===== config.mk =====
export PLATFORM = sky130hd
export DESIGN_NAME = vector_reduction_unit_flat
export DESIGN_NICKNAME = d
export VERILOG_FILES = /design/src/rtl/dragonfang_pkg.sv /design/src/rtl/vector_reduction_unit_pkg.sv /design/src/rtl/vector_reduction_unit_if.sv /design/src/rtl/vector_reduction_unit_alu.sv /design/src/rtl/vector_reduction_unit.sv /design/src/flat_wrapper.sv
export SDC_FILE = /design/constraint.sdc
export NUM_CORES = 1
export LEC_CHECK = 0
export ABC_AREA = 0
export CAP_MARGIN = 40
export CORE_MARGIN = 4
export CORE_UTILIZATION = 35
export DETAILED_ROUTE_END_ITERATION = 12
export PLACE_DENSITY = 0.54
export REMOVE_ABC_BUFFERS = 1
export SLEW_MARGIN = 10
export SYNTH_ARGS = -nofsm -noshare
export SYNTH_HDL_FRONTEND = slang
export SYNTH_SLANG_ARGS = --single-unit

===== constraint.sdc =====
create_clock -name clock -period 20.4 [get_ports clock]
set_input_delay 4.08 -clock clock [delete_from_list [all_inputs] [get_ports clock]]
set_output_delay 4.08 -clock clock [all_outputs]
set_load 0.03 [all_outputs]

===== src/rtl/dragonfang_pkg.sv =====
// Shared core definitions: vector length, element-width modes and reduction opcodes.
// elem_count() maps an element-width mode to its element count (0 for unsupported modes).
package dragonfang_pkg;

  localparam int VLEN      = 64;
  localparam int MAX_ELEMS = VLEN / 8;

  typedef enum logic [2:0] {
    BM_8BIT  = 3'd0,
    BM_16BIT = 3'd1,
    BM_32BIT = 3'd2,
    BM_64BIT = 3'd3
  } bit_mode_t;

  typedef struct packed {
    bit_mode_t bit_mode;
  } execution_vector_t;

  typedef enum logic [2:0] {
    RED_SUM  = 3'd0,
    RED_AND  = 3'd1,
    RED_OR   = 3'd2,
    RED_XOR  = 3'd3,
    RED_MAX  = 3'd4,
    RED_MIN  = 3'd5,
    RED_MAXU = 3'd6,
    RED_MINU = 3'd7
  } reduction_op_t;

  function automatic logic [3:0] elem_count(bit_mode_t mode);
    case (mode)
      BM_8BIT:  return 4'd8;
      BM_16BIT: return 4'd4;
      BM_32BIT: return 4'd2;
      BM_64BIT: return 4'd1;
      default:  return 4'd0;
    endcase
  endfunction

endpackage


===== src/rtl/vector_reduction_unit_pkg.sv =====
// Local types and element-width helpers for the vector reduction unit.
package vector_reduction_unit_pkg;
  import dragonfang_pkg::*;

  typedef enum logic [1:0] {
    IDLE   = 2'd0,
    REDUCE = 2'd1,
    DONE   = 2'd2
  } state_t;

  function automatic logic [VLEN-1:0] sew_mask(bit_mode_t mode);
    case (mode)
      BM_8BIT:  return {{(VLEN-8){1'b0}}, 8'hFF};
      BM_16BIT: return {{(VLEN-16){1'b0}}, 16'hFFFF};
      BM_32BIT: return {{(VLEN-32){1'b0}}, 32'hFFFF_FFFF};
      BM_64BIT: return '1;
      default:  return '0;
    endcase
  endfunction

  function automatic logic [VLEN-1:0] sign_extend(logic [VLEN-1:0] value, bit_mode_t mode);
    case (mode)
      BM_8BIT:  return {{(VLEN-8){value[7]}}, value[7:0]};
      BM_16BIT: return {{(VLEN-16){value[15]}}, value[15:0]};
      BM_32BIT: return {{(VLEN-32){value[31]}}, value[31:0]};
      BM_64BIT: return value;
      default:  return '0;
    endcase
  endfunction

endpackage


===== src/rtl/vector_reduction_unit_if.sv =====
// Request/response bundle between the issue stage (master) and the reduction unit (slave).
interface vector_reduction_unit_if;
  import dragonfang_pkg::*;

  logic              in_valid;
  logic              in_ready;
  execution_vector_t execution_vector;
  reduction_op_t     reduction_op;
  logic [VLEN-1:0]   vector_input;
  logic [MAX_ELEMS-1:0] element_mask;
  logic [VLEN-1:0]   scalar_seed;
  logic              result_valid;
  logic              result_ready;
  logic [VLEN-1:0]   scalar_result;

  modport master (
    output in_valid, execution_vector, reduction_op, vector_input, element_mask,
           scalar_seed, result_ready,
    input  in_ready, result_valid, scalar_result
  );

  modport slave (
    input  in_valid, execution_vector, reduction_op, vector_input, element_mask,
           scalar_seed, result_ready,
    output in_ready, result_valid, scalar_result
  );

endinterface


===== src/rtl/vector_reduction_unit_alu.sv =====
// Combines the accumulator with one element at the current element width.
// Both operands arrive zero-padded; the result is truncated back to SEW bits.
module reduction_element_alu
  import dragonfang_pkg::*;
  import vector_reduction_unit_pkg::*;
(
  input  reduction_op_t   op,
  input  bit_mode_t       sew,
  input  logic [VLEN-1:0] acc,
  input  logic [VLEN-1:0] elem,
  output logic [VLEN-1:0] result
);

  logic signed [VLEN-1:0] acc_s;
  logic signed [VLEN-1:0] elem_s;
  logic        [VLEN-1:0] raw;

  always_comb begin
    acc_s  = sign_extend(acc, sew);
    elem_s = sign_extend(elem, sew);
    raw    = acc;
    case (op)
      RED_SUM:  raw = acc + elem;
      RED_AND:  raw = acc & elem;
      RED_OR:   raw = acc | elem;
      RED_XOR:  raw = acc ^ elem;
      RED_MAX:  raw = (elem_s > acc_s) ? elem : acc;
      RED_MIN:  raw = (elem_s < acc_s) ? elem : acc;
      RED_MAXU: raw = (elem > acc) ? elem : acc;
      RED_MINU: raw = (elem < acc) ? elem : acc;
      default:  raw = acc;
    endcase
    result = raw & sew_mask(sew);
  end

endmodule


===== src/rtl/vector_reduction_unit.sv =====
// Folds the active elements of one vector operand into a seed scalar, one element per cycle,
// and returns the sign-extended result over a valid/ready handshake.
module vector_reduction_unit
  import dragonfang_pkg::*;
  import vector_reduction_unit_pkg::*;
(
  input logic clock,
  input logic reset,
  vector_reduction_unit_if.slave bus
);

  state_t               state_q, state_d;
  logic [2:0]           index_q, index_d;
  logic [VLEN-1:0]      acc_q, acc_d;
  logic [VLEN-1:0]      result_q, result_d;
  logic [VLEN-1:0]      operand_q, operand_d;
  logic [MAX_ELEMS-1:0] mask_q, mask_d;
  reduction_op_t        op_q, op_d;
  bit_mode_t            mode_q, mode_d;

  logic [5:0]      shift_amt;
  logic [VLEN-1:0] elem;
  logic [VLEN-1:0] alu_result;
  logic [VLEN-1:0] acc_next;
  logic [3:0]      n_elems;
  logic [2:0]      last_index;

  always_comb begin
    shift_amt = 6'd0;
    case (mode_q)
      BM_8BIT:  shift_amt = {index_q, 3'b000};
      BM_16BIT: shift_amt = {index_q[1:0], 4'b0000};
      BM_32BIT: shift_amt = {index_q[0], 5'b00000};
      default:  shift_amt = 6'd0;
    endcase
    elem = (operand_q >> shift_amt) & sew_mask(mode_q);
  end

  reduction_element_alu u_alu (
    .op     (op_q),
    .sew    (mode_q),
    .acc    (acc_q),
    .elem   (elem),
    .result (alu_result)
  );

  // Eight elements wrap the 3-bit count to 0, so 0 - 1 still lands on index 7.
  assign n_elems    = elem_count(mode_q);
  assign last_index = n_elems[2:0] - 3'd1;
  assign acc_next   = mask_q[index_q] ? alu_result : acc_q;

  always_comb begin
    state_d   = state_q;
    index_d   = index_q;
    acc_d     = acc_q;
    result_d  = result_q;
    operand_d = operand_q;
    mask_d    = mask_q;
    op_d      = op_q;
    mode_d    = mode_q;
    case (state_q)
      IDLE: begin
        if (bus.in_valid) begin
          operand_d = bus.vector_input;
          mask_d    = bus.element_mask;
          op_d      = bus.reduction_op;
          mode_d    = bus.execution_vector.bit_mode;
          index_d   = 3'd0;
          acc_d     = bus.scalar_seed & sew_mask(bus.execution_vector.bit_mode);
          if (elem_count(bus.execution_vector.bit_mode) == 4'd0) begin
            acc_d    = '0;
            result_d = '0;
            state_d  = DONE;
          end else begin
            state_d = REDUCE;
          end
        end
      end
      REDUCE: begin
        acc_d   = acc_next;
        index_d = index_q + 3'd1;
        if (index_q == last_index) begin
          result_d = sign_extend(acc_next, mode_q);
          state_d  = DONE;
        end
      end
      DONE: begin
        if (bus.result_ready) begin
          state_d = IDLE;
        end
      end
      default: state_d = IDLE;
    endcase
  end

  always_ff @(posedge clock) begin
    if (reset) begin
      state_q   <= IDLE;
      index_q   <= 3'd0;
      acc_q     <= '0;
      result_q  <= '0;
      operand_q <= '0;
      mask_q    <= '0;
      op_q      <= RED_SUM;
      mode_q    <= BM_8BIT;
    end else begin
      state_q   <= state_d;
      index_q   <= index_d;
      acc_q     <= acc_d;
      result_q  <= result_d;
      operand_q <= operand_d;
      mask_q    <= mask_d;
      op_q      <= op_d;
      mode_q    <= mode_d;
    end
  end

  assign bus.in_ready      = (state_q == IDLE);
  assign bus.result_valid  = (state_q == DONE);
  assign bus.scalar_result = result_q;

endmodule

===== src/flat_wrapper.sv =====
// flat-port wrapper written by rule: the top's interface ports become plain ports
module vector_reduction_unit_flat import dragonfang_pkg::*; import vector_reduction_unit_pkg::*;
  (clock, reset, bus_in_valid, bus_execution_vector, bus_reduction_op, bus_vector_input, bus_element_mask, bus_scalar_seed, bus_result_ready, bus_in_ready, bus_result_valid, bus_scalar_result);
  vector_reduction_unit_if bus_i ();
  input logic clock;
  input logic reset;
  input wire logic [$bits(bus_i.in_valid)-1:0] bus_in_valid;
  input wire logic [$bits(bus_i.execution_vector)-1:0] bus_execution_vector;
  input wire logic [$bits(bus_i.reduction_op)-1:0] bus_reduction_op;
  input wire logic [$bits(bus_i.vector_input)-1:0] bus_vector_input;
  input wire logic [$bits(bus_i.element_mask)-1:0] bus_element_mask;
  input wire logic [$bits(bus_i.scalar_seed)-1:0] bus_scalar_seed;
  input wire logic [$bits(bus_i.result_ready)-1:0] bus_result_ready;
  output wire logic [$bits(bus_i.in_ready)-1:0] bus_in_ready;
  output wire logic [$bits(bus_i.result_valid)-1:0] bus_result_valid;
  output wire logic [$bits(bus_i.scalar_result)-1:0] bus_scalar_result;
  assign bus_i.in_valid = bus_in_valid;
  assign bus_i.execution_vector = bus_execution_vector;
  assign bus_i.reduction_op = bus_reduction_op;
  assign bus_i.vector_input = bus_vector_input;
  assign bus_i.element_mask = bus_element_mask;
  assign bus_i.scalar_seed = bus_scalar_seed;
  assign bus_i.result_ready = bus_result_ready;
  assign bus_in_ready = bus_i.in_ready;
  assign bus_result_valid = bus_i.result_valid;
  assign bus_scalar_result = bus_i.scalar_result;
  vector_reduction_unit u_core (.clock(clock), .reset(reset), .bus(bus_i));
endmodule

==> impl_metrics.ini <==
[outcome]
status = complete, no violations

[critical_path]
r2r_cells = 25
r2r_start = u_core.mode_q[2]
critical_path.endpoint = u_core.bus.scalar_result[52]
worst_r2r_endpoint = u_core.bus.scalar_result[52]
startpoint_type = register
crit_path_start = u_core.mode_q[2]
path_max_fanout = 32
cp.required_ps = 20860
end_kind = register
critical_path_class = reg2reg
r2r_slack_ps = 11160
arrival_ps = 9690

[sta]
fin_setup_tns_ps = 0
hold_viol_final = 0
final-max-slew-violation-count = 0
slew_headroom = 0.370
period_needed_ps = 9240
setup_violations = 0
tightest_slew_ps = 941
finClkSkew_ps = 28.8
rsz0062_at_grt = false
period_share = 0.453
worst_slack_ps = 11160
max_freq_mhz = 108

[synthesis]
ys_types = 98
synth_top_flop_cell = dfxtp_1
yosysTopAreaCellShare = 0.195
seq_area_frac_synth = 0.195
synthTopCellsByCount = nand2_1 (447), a21oi_1 (335), ha_1 (259)
synth_edf_count = 0
async_flop_share = 0
ys_ff_latch = 211
synth_top_cell_by_area = dfxtp_1
syn_inst = 2984
avgSynthCellArea_um2 = 7.27
synth-warning-count = 0
synth_area_um2 = 21700
synth.area.top_cells = dfxtp_1 (19%), ha_1 (15%), nand2_1 (7.7%)
synth.most_common_cell = nand2_1

[final_layout]
drive_gt1_frac = 0.0648
antenna_cells = 0
utilization = 0.415
final_cells = 3875
design_area_um2 = 25500
area_growth_pct = 17.6
nFillCells = 6313
nets = 3470

[grt]
grt_max_degree = 79
grtUsageMet3 = 0.0405
grt-ovfl-total = 0
top_usage_layer = met2
gr-usage-met2 = 0.480
met1_usage = 0.398
grt_pass1_wl_um = 150000
grt_pass1_vias = 23200
antenna_found_initial = 3
grt_usage = 0.291

[routing]
wl_um = 101000
vias = 23800
wl_per_cell_um = 26.0
first_iter_violations = 2407
drt-pass1-iter-count = 6
via_per_inst = 6.15
ant_nets = 0
drcViolationCount = 0

[floorplan]
rows = 91
initial_utilization = 0.353
die_h_um = 257
fp.coreArea_um2 = 61500
die_w_um = 257
die_area_um2 = 66000
io_pins = 212

[job]
max-cap-violations = 0

[clock_tree]
cts_tree = yes
htree_levels = 1
clkLatencyLatePin_ps = 610
cts.repair.resized = 0
cts_root_buf = clkbuf_16
cts_setup_buffers = 0
clk_pin_slew_worst_paths_ps = 60
cts_hold_buf = 0
clock_path_buffers = 3
cts_sinks = 211
cts_inserted_buffers = 29

[power]
seq_power_share = 0.274
pwr-share-comb = 0.413
power.leakage_nw = 10.3
ir_worst_vdd_v = 0.0000618
p_int_mw = 1.03
power_density_nw_per_um2 = 69.6
switchingPower_mw = 0.745
pwr-share-clk = 0.313
swShare = 0.419

[placed_design]
dp_slack_ps = 11370
dp.cells = 3823
finalWeightedCongestion = 0.976
io_buffers = 211
dp_hpwl_um = 75300
post_dp_cell_area_um2 = 24500

[min_path]
whs_path_depth = 2
hold_class = reg2reg
worst max-delay path: stages (launching register included):
cell and delay, ps:
dfxtp_1 470, nand2b_1 720, nor2_1 200, inv_1 160
ha_1 740, ha_1 290, nand2b_1 500, a211oi_2 180
a21o_1 440, a21oi_2 190, buf_4 350, nand2_1 90
ha_1 440, nand4_1 150, nor4_1 760, nand3_1 250
a31o_1 260, nand3_1 200, mux2i_1 180, or3b_1 570
nor2_1 660, buf_4 290, o22ai_1 100, a21oi_1 210
a2bb2oi_1 460, o211ai_1 170
power groups by stage:
stage	Sequential, mW	Combinational, mW	Clock (mW)
2_1_floorplan	0.486	0.439	0
3_3_place_gp	0.493	0.707	0
3_5_place_dp	0.494	0.717	0
4_1_cts	0.485	0.721	0.569
5_1_grt	0.490	0.791	0.581
6_report	0.487	0.734	0.556
worst min path at each step:
stage | from | end | slack (ps)
2_1_floorplan | u_core.mask_q[2] | u_core.mask_q[2] | 430
3_3_place_gp | u_core.bus.scalar_result[31] | u_core.bus.scalar_result[31] | 430
3_5_place_dp | u_core.bus.scalar_result[31] | u_core.bus.scalar_result[31] | 440
4_1_cts | u_core.bus.scalar_result[31] | u_core.bus.scalar_result[31] | 450
5_1_grt | u_core.bus.scalar_result[10] | u_core.bus.scalar_result[10] | 470
6_report | u_core.bus.scalar_result[31] | u_core.bus.scalar_result[31] | 450
metal layers:
| layer | wire, um | vias up |
|---|---|---|
| met5 | 22 | - |
| met4 | 3380 | 4 |
| met3 | 7420 | 191 |
| met2 | 45500 | 1059 |
| met1 | 44400 | 11700 |
| li1 | - | 10900 |
per-stage QoR:
step                hold slack, ps  power (mW)
global placement               432        1.20
finish                         446        1.78
CTS                            450        1.78
floorplan                      427       0.925
detailed placement             442        1.21
global route                   472        1.86
placed cells by master, fill, tap and decap left out, types with 37 or more instances in the layout:
cell type	count
a211oi_1	65
a21o_1	54
a21oi_1	333
a221oi_1	91
buf_4	50
clkdlybuf4s50_1	210
dfxtp_1	208
ha_1	259
inv_1	185
mux2i_1	37
nand2_1	446
nand3_1	55
nor2_1	210
o21ai_0	203
xnor2_1	48
registers in the layout, summed over array words and instances, names as in the netlist:
signal	cells
u_core.mode_q	3
u_core.op_q	3
u_core.operand_q	64
u_core.acc_q	64
u_core.bus.scalar_result	64
u_core.mask_q	8
u_core.state_q	2
u_core.index_q	3
layout make-up:
class,count,area [um2],area share
sequential,211,4230,0.166
clock buffer,38,821,0.0322
inverter,185,694,0.0272
clock inverter,14,205,0.00804
tap,790,988,0.0387
timing repair buffer,268,2600,0.102
multi-input combinational,2369,16000,0.626
kinds of logic (layout without fill, tap and decap cells):
family | count (synthesis) | in the layout | share of synthesized area
xor+xnor | 60 | 60 | 0.0242
flops | 211 | 211 | 0.195
fa+ha+maj | 260 | 260 | 0.150
buf+inv | 404 | 505 | 0.0732
simple gates | 947 | 947 | 0.195
mux | 72 | 72 | 0.0504
compound gates | 1030 | 1030 | 0.312
Power figures use the tool's default switching activity.
